File: src/rtl/dmem_arbiter.sv
// dmem_arbiter: shares one single-port synchronous data RAM between the
// MEM-stage core port (fixed priority) and a debug/loader port. A starvation
// counter lets debug steal one slot after STARVE_LIMIT lost cycles, and debug
// may lock the RAM for an exclusive back-to-back burst.
module dmem_arbiter #(
    parameter int ADDR_W       = 16,
    parameter int DATA_W       = 16,
    parameter int STARVE_LIMIT = 4
) (
    input  logic              clock,
    input  logic              reset,
    // core (MEM stage)
    input  logic              core_read,
    input  logic              core_write,
    input  logic [ADDR_W-1:0] core_addr,
    input  logic [DATA_W-1:0] core_wdata,
    output logic              core_stall,
    output logic              core_rvalid,
    output logic [DATA_W-1:0] core_rdata,
    // debug / loader
    input  logic              dbg_req,
    input  logic              dbg_we,
    input  logic              dbg_lock,
    input  logic [ADDR_W-1:0] dbg_addr,
    input  logic [DATA_W-1:0] dbg_wdata,
    output logic              dbg_gnt,
    output logic              dbg_rvalid,
    output logic [DATA_W-1:0] dbg_rdata,
    // RAM
    output logic              ram_en,
    output logic              ram_we,
    output logic [ADDR_W-1:0] ram_addr,
    output logic [DATA_W-1:0] ram_wdata,
    input  logic [DATA_W-1:0] ram_rdata
);

    localparam int CNT_W = $clog2(STARVE_LIMIT + 1);
    localparam logic [CNT_W-1:0] CNT_MAX = CNT_W'(STARVE_LIMIT);

    typedef enum logic {
        ST_ARB,
        ST_LOCKED
    } state_t;

    // one RAM access as seen by the mux
    typedef struct packed {
        logic              we;
        logic [ADDR_W-1:0] addr;
        logic [DATA_W-1:0] wdata;
    } ram_req_t;

    state_t           state, state_nxt;
    logic [CNT_W-1:0] starve_cnt, starve_cnt_nxt;
    logic             core_req;
    logic             core_win;
    logic             dbg_win;
    ram_req_t         core_rq, dbg_rq, ram_rq;

    // a simultaneous read+write from the core is treated as a write
    assign core_req = core_read | core_write;
    assign core_rq  = '{we: core_write, addr: core_addr, wdata: core_wdata};
    assign dbg_rq   = '{we: dbg_we, addr: dbg_addr, wdata: dbg_wdata};

    // state register
    always_ff @(posedge clock or negedge reset) begin
        if (!reset) state <= ST_ARB;
        else        state <= state_nxt;
    end

    // winner selection and next state; nothing is issued while reset is held
    always_comb begin
        core_win  = 1'b0;
        dbg_win   = 1'b0;
        state_nxt = state;
        unique case (state)
            ST_ARB: begin
                if (dbg_req && (!core_req || starve_cnt == CNT_MAX)) begin
                    dbg_win = 1'b1;
                    if (dbg_lock) state_nxt = ST_LOCKED;
                end else if (core_req) begin
                    core_win = 1'b1;
                end
            end
            ST_LOCKED: begin
                // the final access (req dropped or lock released) still issues
                dbg_win = dbg_req;
                if (!dbg_req || !dbg_lock) state_nxt = ST_ARB;
            end
            default: state_nxt = ST_ARB;
        endcase
        if (!reset) begin
            core_win = 1'b0;
            dbg_win  = 1'b0;
        end
    end

    // starvation counter: saturating count of dbg cycles spent waiting
    always_comb begin
        starve_cnt_nxt = starve_cnt;
        if (state == ST_LOCKED || !dbg_req || dbg_win)
            starve_cnt_nxt = '0;
        else if (starve_cnt != CNT_MAX)
            starve_cnt_nxt = starve_cnt + CNT_W'(1);
    end

    // counter register
    always_ff @(posedge clock or negedge reset) begin
        if (!reset) starve_cnt <= '0;
        else        starve_cnt <= starve_cnt_nxt;
    end

    // RAM mux: idle cycles still show the core fields, with we forced low
    always_comb begin
        ram_rq = dbg_win ? dbg_rq : core_rq;
        ram_en = core_win | dbg_win;
        ram_we = ram_en & ram_rq.we;
    end

    assign ram_addr   = ram_rq.addr;
    assign ram_wdata  = ram_rq.wdata;
    assign core_stall = core_req & ~core_win & reset;
    assign dbg_gnt    = dbg_win;

    // read-valid tracking: the RAM returns data one cycle after an issued read
    always_ff @(posedge clock or negedge reset) begin
        if (!reset) begin
            core_rvalid <= 1'b0;
            dbg_rvalid  <= 1'b0;
        end else begin
            core_rvalid <= core_win & ~core_write;
            dbg_rvalid  <= dbg_win & ~dbg_we;
        end
    end

    assign core_rdata = ram_rdata;
    assign dbg_rdata  = ram_rdata;

endmodule
File: config.mk
export PLATFORM = sky130hd
export DESIGN_NAME = dmem_arbiter
export DESIGN_NICKNAME = d
export VERILOG_FILES = /design/src/rtl/dmem_arbiter.sv
export SDC_FILE = /design/constraint.sdc
export NUM_CORES = 1
export LEC_CHECK = 0
export ABC_AREA = 1
export CAP_MARGIN = 20
export CORE_ASPECT_RATIO = 0.9
export CORE_MARGIN = 3
export CORE_UTILIZATION = 23
export CTS_BUF_LIST = sky130_fd_sc_hd__clkbuf_4 sky130_fd_sc_hd__clkbuf_8 sky130_fd_sc_hd__clkbuf_16
export CTS_CLUSTER_SIZE = 40
export DETAILED_ROUTE_END_ITERATION = 6
export PLACE_DENSITY = 0.78
export RECOVER_POWER = 25
export SETUP_SLACK_MARGIN = 0.4
export SLEW_MARGIN = 10
export SYNTH_ARGS = -nofsm -noshare
export SYNTH_HDL_FRONTEND = slang
export SYNTH_SLANG_ARGS = --single-unit
File: constraint.sdc
create_clock -name clock -period 2.3 [get_ports clock]
set_input_delay 0.69 -clock clock [delete_from_list [all_inputs] [get_ports clock]]
set_output_delay 0.69 -clock clock [all_outputs]
set_load 0.01 [all_outputs]
# Yosys cells after proc, flatten, opt, wreduce, memory -nomap -nowiden
# Cells that the tools add are included.
# W data, S select, Z words.
totals:
  memories: 0
  mem_bits_rw: 0
  register_bits: 6
  latch_bits: 0
  inputBits: 87
  wordCells: 41
  output_inout_bits: 70
  mem_bits_ro: 0
op_classes:
  mux: 14
  bitwise: 11
  shift: 0
  reduce_logical: 9
  div_mod_pow: 0
  eq_ne: 2
  magnitude_cmp: 0
  n_addsub: 1
  multipliers: 0
op_table:
  columns: ["operator", "n"]
  rows:
  - ["$mux W33", 1]
  - ["$mux W1", 9]
  - ["$mux W3", 2]
  - ["$and A1 B1 Y1", 5]
  - ["$logic_or A1 B1 Y1", 4]
  - ["$not A1 Y1", 4]
  - ["$pmux W1 S2", 2]
  - ["$add A3 B1 Y3 const B", 1]
  - ["$eq A3 B3 Y1 const B", 1]
  - ["$logic_not A1 Y1", 3]
  - ["$ne A3 B3 Y1 const B", 1]
  - ["$or A1 B1 Y1", 2]
  - ["$reduce_bool A2 Y1", 1]
  - ["$logic_and A1 B1 Y1", 1]

# Depth between registers and ports, before layout
depth:
  word_depth: 10
  depth_mapped: 11
  depth_no_buf: 10

# Worst setup path before layout
# Ideal clock, no wire load.
synth_path:
  kind: "input to output"
  startpoint: "input core_write"
  endpoint: "output ram_addr[0]"
  path_stages: 8
  t_required_ns: 1.610
  path_buffers: 1
  arrival_time_ns: 1.400
  slack_ns: 0.210
  cell_sequence: "o21ai_2 nand2_2 nand2_2 nand2_4 inv_4 buf_6 nand2_1 nand2_1"
synth_via:
  elab_chain_cells: 8
synth_lines:
  columns: ["element", "line", "rtl"]
  rows:
  - ["start: declaration", "14", "input logic core_write,"]
  - ["$or A1 B1 Y1", "60", "assign core_req = core_read | core_write;"]
  - ["$logic_not A1 Y1", "77", "if (dbg_req && (!core_req || starve_cnt == CNT_MAX)) begin"]
  - ["$logic_or A1 B1 Y1", "77", null]
  - ["$logic_and A1 B1 Y1", "77", null]
  - ["$mux W1", "77", null]
  - ["$pmux W1 S2", "75", "unique case (state)"]
  - ["$mux W1", "91", "if (!reset) begin"]
  - ["via dbg_gnt", "26", "output logic dbg_gnt,"]
  - ["$mux W33", "114", "ram_rq = dbg_win ? dbg_rq : core_rq;"]
  - ["end: declaration", "32", "output logic [ADDR_W-1:0] ram_addr,"]
# The timed path passes the listed nets, and every way through them passes these cells.

# Final worst setup path
layout_path:
  startpoint: "register starve_cnt[0]"
  endpoint: "output ram_wdata[8]"
layout_via:
  elab_chain_cells: 7
layout_lines:
  columns: ["element", "line", "rtl"]
  rows:
  - ["start: declaration", "53", "logic [CNT_W-1:0] starve_cnt, starve_cnt_nxt;"]
  - ["start signal: assignment", "109", "else starve_cnt <= starve_cnt_nxt;"]
  - ["$eq A3 B3 Y1", "77", null]
  - ["$logic_or A1 B1 Y1", "77", null]
  - ["$logic_and A1 B1 Y1", "77", null]
  - ["$mux W1", "77", null]
  - ["$pmux W1 S2", "75", null]
  - ["$mux W1", "91", null]
  - ["$mux W33", "114", null]
  - ["end: declaration", "33", "output logic [DATA_W-1:0] ram_wdata,"]
# No other way between the ends.

==> results.json <==
{
  "status": "complete, but fails checks",
  "violations": "negative setup slack",
  "antenna_left": 0,
  "min_period_ns": 2.51,
  "h-tree-depth": 1,
  "synth_warnings": 0,
  "crit_required_ns": 1.61,
  "drv_slew": 0,
  "endpoint_kind": "output port",
  "cellPowerDensity_mw_per_mm2": 324,
  "clk_pin_slew_ns": 0.04,
  "core_sq_mm": 0.00416,
  "gp_congestion": 0.795,
  "p_seq_frac": 0.129,
  "io_pins": 157,
  "post_drt_wl_per_cell_um": 13.2,
  "dr.pass1.iters": 4,
  "finalClockSkew_ns": 0.00729,
  "worstPathMaxFanout": 5,
  "final_cells": 366,
  "diodes": 0,
  "synthArstFlopShare": 1.00,
  "grt_pass1_wl_um": 6510,
  "grt_pass1_vias": 1484,
  "worstRegToRegCells": 19,
  "synth.largest_area_cell": "nand2_1",
  "syn-instance-count": 179,
  "finalHoldViolCount": 0,
  "die_y_um": 68.7,
  "relSlewSlack": 0.824,
  "numCtsBuffers": 3,
  "synthTopCellsByCount": "103 x nand2_1, 32 x buf_4, 9 x inv_1",
  "finalCritPeriodShare": 1.09,
  "clkSinkCount": 6,
  "synth.net_count": 268,
  "finalWorstSetupSlack_ns": -0.209,
  "hold_path.class": "in -> async",
  "cts_root_buf": "clkbuf_8",
  "maxCapViolations": 0,
  "synthTopCellsByArea": "nand2_1 38%, buf_4 24%, dfrtp_1 15%",
  "yosys.cell_count.top_type": "nand2_1",
  "rows": 22,
  "ir_worst_vdd_mv": 0.179,
  "path_class": "reg -> out",
  "whs_ns": 0.639,
  "synth_edf_count": 0,
  "dp_cells": 324,
  "yosys.area.top_type_share": 0.384,
  "leakage_nw": 1.55,
  "viasPerCell": 4.23,
  "die_w_um": 75.7,
  "rsz0062_at_grt": "yes",
  "grt_max_degree": 24,
  "die_area_sq_mm": 0.00520,
  "setup_viol": 40,
  "grt.overflow.total": 0,
  "max_stage_delay_ns": 0.38,
  "via_count": 1548,
  "r2r-start": "starve_cnt[0]$_DFFE_PN0P_",
  "ctsLongestPathBuffers": 2,
  "max_freq_ghz": 0.399,
  "regToRegSetupSlack_ns": -0.15,
  "crit_path_frequent_cell": "nand2_2",
  "area_growth_pct": 197,
  "p_sw_mw": 0.322,
  "arrival_ns": 1.82,
  "nets": 397,
  "ys_ff_latch": 6,
  "synth_seq_area_share": 0.149,
  "io_buffers": 108,
  "grtUsageTotal": 0.166,
  "cts_tree": "done",
  "first_iter_violations": 27,
  "antenna_found_initial": 0,
  "synth-main-ff-cell": "dfrtp_1",
  "startpoint_type": "flip-flop",
  "drcViolationCount": 0,
  "p_comb_frac": 0.702,
  "path_cells": "inv_2, ha_4, nand2_4, o21ai_4, nand2_2, nand2_4, nand2_8, inv_8, buf_12, buf_8, buf_16, nand2_2, nand2_2, buf_6",
  "syn_area_per_cell_sq_um": 5.62,
  "clkPwrFrac": 0.169,
  "r2r_end": "starve_cnt[1]$_DFFE_PN0P_",
  "routed_wl_um": 4850,
  "slowest_stage": "dfrtp_1",
  "tightest_slew_ns": 0.263,
  "drive_above_1_share": 0.605,
  "syn_area_sq_mm": 0.00101,
  "hpwl_um": 2790,
  "power.internal_mw": 0.644,
  "cts_hold_buf": 0,
  "yosysUniqueCellTypes": 19,
  "clk_latency_ns": 0.23,
  "start_util": 0.242,
  "sw_frac_of_total": 0.333
}
-- what timing repair did --
| action | 4_1_cts | 5_1_grt |
|---|---|---|
| cloned | 4 | 0 |
| buffers inserted | 29 | 6 |
| setup endpoints to repair | 36 | 40 |
| resized for setup | 249 | 41 |
| pin swaps | 15 | 12 |
-- logic make-up (layout without fill, tap and decap cells) --
kind of cell    count (synthesis)  after routing  share of synthesized area
compound gates                  5              5                     0.0311
xor+xnor                        1              1                    0.00871
simple gates                  117            117                      0.459
flops                           6              6                      0.149
fa+ha+maj                       2              2                     0.0249
buf+inv                        48            175                      0.327
-- worst max path at each step --
stage                                          from            to
after floorplan                          core_write   ram_addr[0]
after global placement                   core_write   ram_addr[4]
after detailed placement                 core_write   ram_addr[5]
after CTS                 starve_cnt[1]$_DFFE_PN0P_   ram_addr[5]
after global routing      starve_cnt[0]$_DFFE_PN0P_   ram_addr[4]
final                     starve_cnt[0]$_DFFE_PN0P_  ram_wdata[8]
-- critical path, delay by kind of cell, from the launching register on --
family | cells | cell delay [ns]
adders and majority gates | 1 | 0.15
and+or+nand+nor | 6 | 0.42
buffers and inverters | 6 | 0.58
AOI/OAI and AO/OA | 1 | 0.06
DFF | 1 | 0.38
-- placed cells by master, fill, tap and decap left out, types with 3 or more instances in the layout --
master	netlist	final
nand2_1	103	30
buf_12	0	8
inv_1	9	6
buf_4	32	31
dfrtp_1	6	6
clkdlybuf4s50_1	0	68
inv_2	0	3
clkbuf_8	0	3
buf_6	3	45
buf_16	0	4
nand2_2	3	48
nand2_4	1	27
nor2_1	6	5
-- power groups by stage --
stage | clock, mW | combinational, mW | sequential, mW
after floorplan | 0 | 0.223 | 0.123
after global placement | 0 | 0.444 | 0.123
after detailed placement | 0 | 0.449 | 0.123
after CTS | 0.166 | 0.600 | 0.123
after global routing | 0.180 | 0.729 | 0.126
final | 0.163 | 0.679 | 0.125
-- per-layer routing --
layer	up-vias	GRT usage	part of all wire	routed length (um)
met5	-	0	0	0
met4	0	0.0546	0.025	119
met3	12	0.0493	0.10	495
met2	81	0.349	0.56	2740
met1	696	0.147	0.31	1500
li1	759	-	-	-
-- stage by stage --
step                      setup TNS (ns)  setup slack, ns  utilization  cell area [sq um]  power, mW
after floorplan                        0            0.219            -               1100      0.346
after global routing              -10.38           -0.290        0.718               2980       1.04
final                              -6.93           -0.209        0.718               2980      0.966
after detailed placement          -28.16           -0.816        0.510               2120      0.573
after CTS                          -5.78           -0.183        0.662               2750      0.888
after global placement            -27.21           -0.785        0.510               2120      0.567
-- sequential cells by signal, indices dropped and copies added (netlist names) --
register     cells
core_rvalid      1
dbg_rvalid       1
starve_cnt       3
state            1
-- final cells by class --
type                            instances  area (sq um)
Timing Repair Buffer                  162          1750
Tap cell                               60          75.1
Inverter                               10          45.0
Fill cell                             303          1170
Sequential cell                         6           150
Clock buffer                            3          41.3
Multi-Input combinational cell        125           921
Note: power is estimated with default switching activity, not from simulation.
